File: config.mk
export PLATFORM = sky130hd
export DESIGN_NAME = register8bit_serializer
export DESIGN_NICKNAME = d
export VERILOG_FILES = /design/src/rtl/register8bit_serializer.sv
export SDC_FILE = /design/constraint.sdc
export NUM_CORES = 1
export LEC_CHECK = 0
export ABC_AREA = 0
export BUFFER_PORTS_ARGS = -buffer_cell sky130_fd_sc_hd__buf_2
export CAP_MARGIN = 0
export CORE_MARGIN = 2
export CORE_UTILIZATION = 57
export CTS_CLUSTER_SIZE = 24
export DETAILED_ROUTE_END_ITERATION = 7
export PLACE_DENSITY = 0.84
export SLEW_MARGIN = 0
export SYNTH_ARGS = -nofsm -noshare
export SYNTH_HDL_FRONTEND = slang
export SYNTH_SLANG_ARGS = --single-unit
File: constraint.sdc
create_clock -name clk -period 2.35 [get_ports clk]
set_clock_uncertainty 0.1 [all_clocks]
set_input_delay 0.5875 -clock clk [delete_from_list [all_inputs] [get_ports clk]]
set_output_delay 0.5875 -clock clk [all_outputs]
set_load 0.005 [all_outputs]
File: src/rtl/register8bit_serializer.sv
// Parallel-in, serial-out reader: accepts a WIDTH-bit word over a valid/ready
// load handshake and shifts it out one bit per accepted serial transfer.
module register8bit_serializer #(
  parameter int unsigned WIDTH     = 8,
  parameter bit          MSB_FIRST = 1'b0
) (
  input  logic             clk,
  input  logic             reset_n,
  input  logic [WIDTH-1:0] din,
  input  logic             load_valid,
  output logic             load_ready,
  output logic             ser_out,
  output logic             ser_valid,
  input  logic             ser_ready,
  output logic             last,
  output logic             busy,
  output logic             done
);

  localparam int unsigned     CW       = $clog2(WIDTH);
  localparam logic [CW-1:0]   CNT_LAST = CW'(WIDTH - 1);

  typedef enum logic {
    IDLE  = 1'b0,
    SHIFT = 1'b1
  } state_t;

  state_t           state, state_nxt;
  logic [WIDTH-1:0] sreg, sreg_nxt;
  logic [CW-1:0]    cnt, cnt_nxt;
  logic             done_nxt;
  logic             ser_acc;
  logic             load_acc;

  always_ff @(posedge clk or negedge reset_n) begin
    if (!reset_n) begin
      state <= IDLE;
      sreg  <= '0;
      cnt   <= '0;
      done  <= 1'b0;
    end else begin
      state <= state_nxt;
      sreg  <= sreg_nxt;
      cnt   <= cnt_nxt;
      done  <= done_nxt;
    end
  end

  always_comb begin
    busy       = (state == SHIFT);
    ser_valid  = busy;
    last       = busy && (cnt == CNT_LAST);
    ser_out    = busy && (MSB_FIRST ? sreg[WIDTH-1] : sreg[0]);
    // Ready during the last-bit accept lets the next word follow with no bubble.
    load_ready = !busy || (last && ser_ready);
    ser_acc    = ser_valid && ser_ready;
    load_acc   = load_valid && load_ready;

    state_nxt  = state;
    sreg_nxt   = sreg;
    cnt_nxt    = cnt;
    done_nxt   = 1'b0;

    if (ser_acc) begin
      if (last) begin
        done_nxt  = 1'b1;
        state_nxt = IDLE;
        sreg_nxt  = '0;
        cnt_nxt   = '0;
      end else begin
        if (MSB_FIRST) begin
          sreg_nxt = {sreg[WIDTH-2:0], 1'b0};
        end else begin
          sreg_nxt = {1'b0, sreg[WIDTH-1:1]};
        end
        cnt_nxt = cnt + 1'b1;
      end
    end

    // A load coinciding with the last-bit accept overrides the return to IDLE.
    if (load_acc) begin
      state_nxt = SHIFT;
      sreg_nxt  = din;
      cnt_nxt   = '0;
    end
  end

endmodule

==> flow_metrics.tcl <==
set metrics [dict create \
    status "finished clean" \
    cts_tree "built" \
    r2r_cells 6 \
    start_util 0.621 \
    crit_type "reg2out" \
    drt_iter0_markers 22 \
    core.rowCount 14 \
    routabilityCongestion 0.786 \
    synth_edf_count 0 \
    synth_warnings 0 \
    hold_class "in2async" \
    p_switching_mw 0.312 \
    cts_resized 0 \
    maxCapViolCount 0 \
    synthAdderAreaFrac 0.0265 \
    cts_buffer_depth 2 \
    grt_max_degree 19 \
    synth-xor-area-share 0 \
    pwr-share-comb 0.420 \
    ys_ff_latch 13 \
    power_per_cell_area_nw_per_um2 850 \
    syn2layout_area_growth_pct 7.14 \
    p_clk_frac 0.162 \
    via_per_inst 5.87 \
    die_x_um 44.7 \
    worstPathMaxFanout 3 \
    rsz0062_at_grt "false" \
    drv_slew 0 \
    crit_path_end_kind "output port" \
    avgSynthCellArea_um2 9.37 \
    finalCritPeriodShare 0.870 \
    yosys.cell_types.count 26 \
    max_freq_mhz 489 \
    dieArea_um2 2000 \
    die_y_um 44.7 \
    seqPwrFrac 0.418 \
    final_nets 129 \
    cp.arrival_ns 1.36 \
    p_int_mw 0.550 \
    antenna_cells 0 \
    tightest_slew_ns 0.519 \
    cts_setup_buffers 0 \
    first_pass_iters 4 \
    yosysSeqAreaShare 0.344 \
    antenna_left 0 \
    r2r_slack_ns 0.64 \
    grt_pass1_vias 699 \
    syn_area_um2 946 \
    power_mw 0.862 \
    clock-root-buffer "clkbuf_4" \
    grt_overflow_total 0 \
    drt-total-wl_um 1830 \
    synth_flop_cell "dfrtp_1" \
    hold_viol_final 0 \
    synth_top_family_by_area "compound AO/OA/AOI/OAI gates" \
    cts_made_buffers 3 \
    synthArstFlopShare 1.00 \
    drive_gt1_frac 0.377 \
    cp-start-kind "register" \
    dp_slack_ns 0.604 \
    grt_pass1_wl_um 3150 \
    drc 0 \
    p_sw_frac 0.362 \
    portBuffers 17 \
    io_pins 18 \
    min_period_ns 2.05 \
    clock-sinks 13 \
    synth-simple-area-share 0.165 \
    coreArea_um2 1520 \
    startpoint "cnt[0]" \
    dp_hpwl_um 1230 \
    path_clk_slew_ns 0.08 \
    setup_slack_ns 0.305 \
    antenna_found_initial 0 \
    slew_headroom 0.654 \
    cts-htree-levels 1 \
    worst-endpoint-required_ns 1.66 \
    wire_per_inst_um 14.1 \
    clkLatencyLatePin_ns 0.28 \
    ir_drop_mv 0.525 \
    cts_hold_buf 0 \
    grt.total_usage 0.218 \
    reg2reg_from "cnt[0]" \
    setup_violations 0 \
    netlist_instances 101 \
    syn-num-nets 115 \
    synth_mux_area_frac 0.104 \
    setup_tns_ns 0 \
    synth_compound_area_frac 0.241 \
    num_vias 763 \
    p_leak_nw 0.487 \
]
[critical path, cell delays in order, from the launching register on]
cell	delay [ns]
dfrtp_1	0.41
ha_1	0.21
ha_1	0.20
nand2_1	0.06
nand2_1	0.06
buf_2	0.15
[flip-flops by register name, indices dropped and copies added (netlist names)]
| name | count |
|---|---|
| cnt | 3 |
| sreg | 8 |
| busy | 1 |
| done | 1 |
[per-stage QoR]
step           utilization  area, um^2  instances  hold slack, ns
2_1_floorplan            -         946        101           0.192
4_1_cts              0.665        1010        130          0.0915
5_1_grt              0.665        1010        130           0.104
3_3_place_gp         0.648         987        126           0.394
3_5_place_dp         0.648         987        126           0.392
6_report             0.665        1010        130          0.0789
[power groups by stage]
stage,clock [mW],sequential (mW),combinational (mW)
2_1_floorplan,0,0.343,0.307
3_3_place_gp,0,0.356,0.345
3_5_place_dp,0,0.361,0.358
4_1_cts,0.141,0.359,0.365
5_1_grt,0.150,0.370,0.406
6_report,0.140,0.360,0.362
[cells in the final DEF, fill, tap and decap left out, types with 2 or more instances in the layout]
cell	instances
dfrtp_1	13
clkbuf_4	3
a22o_1	2
nor2_1	8
mux2_2	7
a211oi_2	7
a21oi_2	7
nand2_1	4
nor2b_1	7
and2_1	2
mux2i_1	2
nand2b_1	4
buf_2	17
ha_1	2
inv_1	11
o21ai_1	7
[path summary, 6_finish.rpt]
path,to
worst min register to register,cnt[2]
max in group asynchronous,cnt[0]
worst max-delay path,load_ready
min in group clk,sreg[3]
worst min-delay path,sreg[5]
worst max register to register,sreg[1]
[cells in the mapped netlist (all sizes together), types with 2 or more instances]
cell type	number	area share
dfrtp	13	0.34
inv	11	0.044
buf	9	0.075
a21oi	8	0.070
nor2	8	0.032
a211oi	7	0.093
mux2	7	0.083
nor2b	7	0.046
o21ai	7	0.037
nand2	5	0.022
nand2b	4	0.026
a22o	2	0.019
and2	2	0.013
ha	2	0.026
mux2i	2	0.021
[cell families after synthesis]
logic type,count (synthesis)
simple gates,30
buf+inv,20
mux,9
flops,13
fa+ha+maj,2
compound gates,27
[routing by layer]
| metal | track usage | wire length, um | vias up |
|---|---|---|---|
| li1 | - | - | 369 |
| met3 | 0.0360 | 115 | 6 |
| met4 | 0.0848 | 34 | 0 |
| met5 | 0 | 0 | - |
| met1 | 0.300 | 825 | 356 |
| met2 | 0.342 | 858 | 32 |
[final cells by class]
cell class	count	area (um^2)
clock buffer	4	26.3
fill	132	510
inverter	11	41.3
multi-input combinational	68	508
sequential	13	325
tap	16	20.0
timing repair buffer	18	92.6
(Power assumes the default switching activity.)
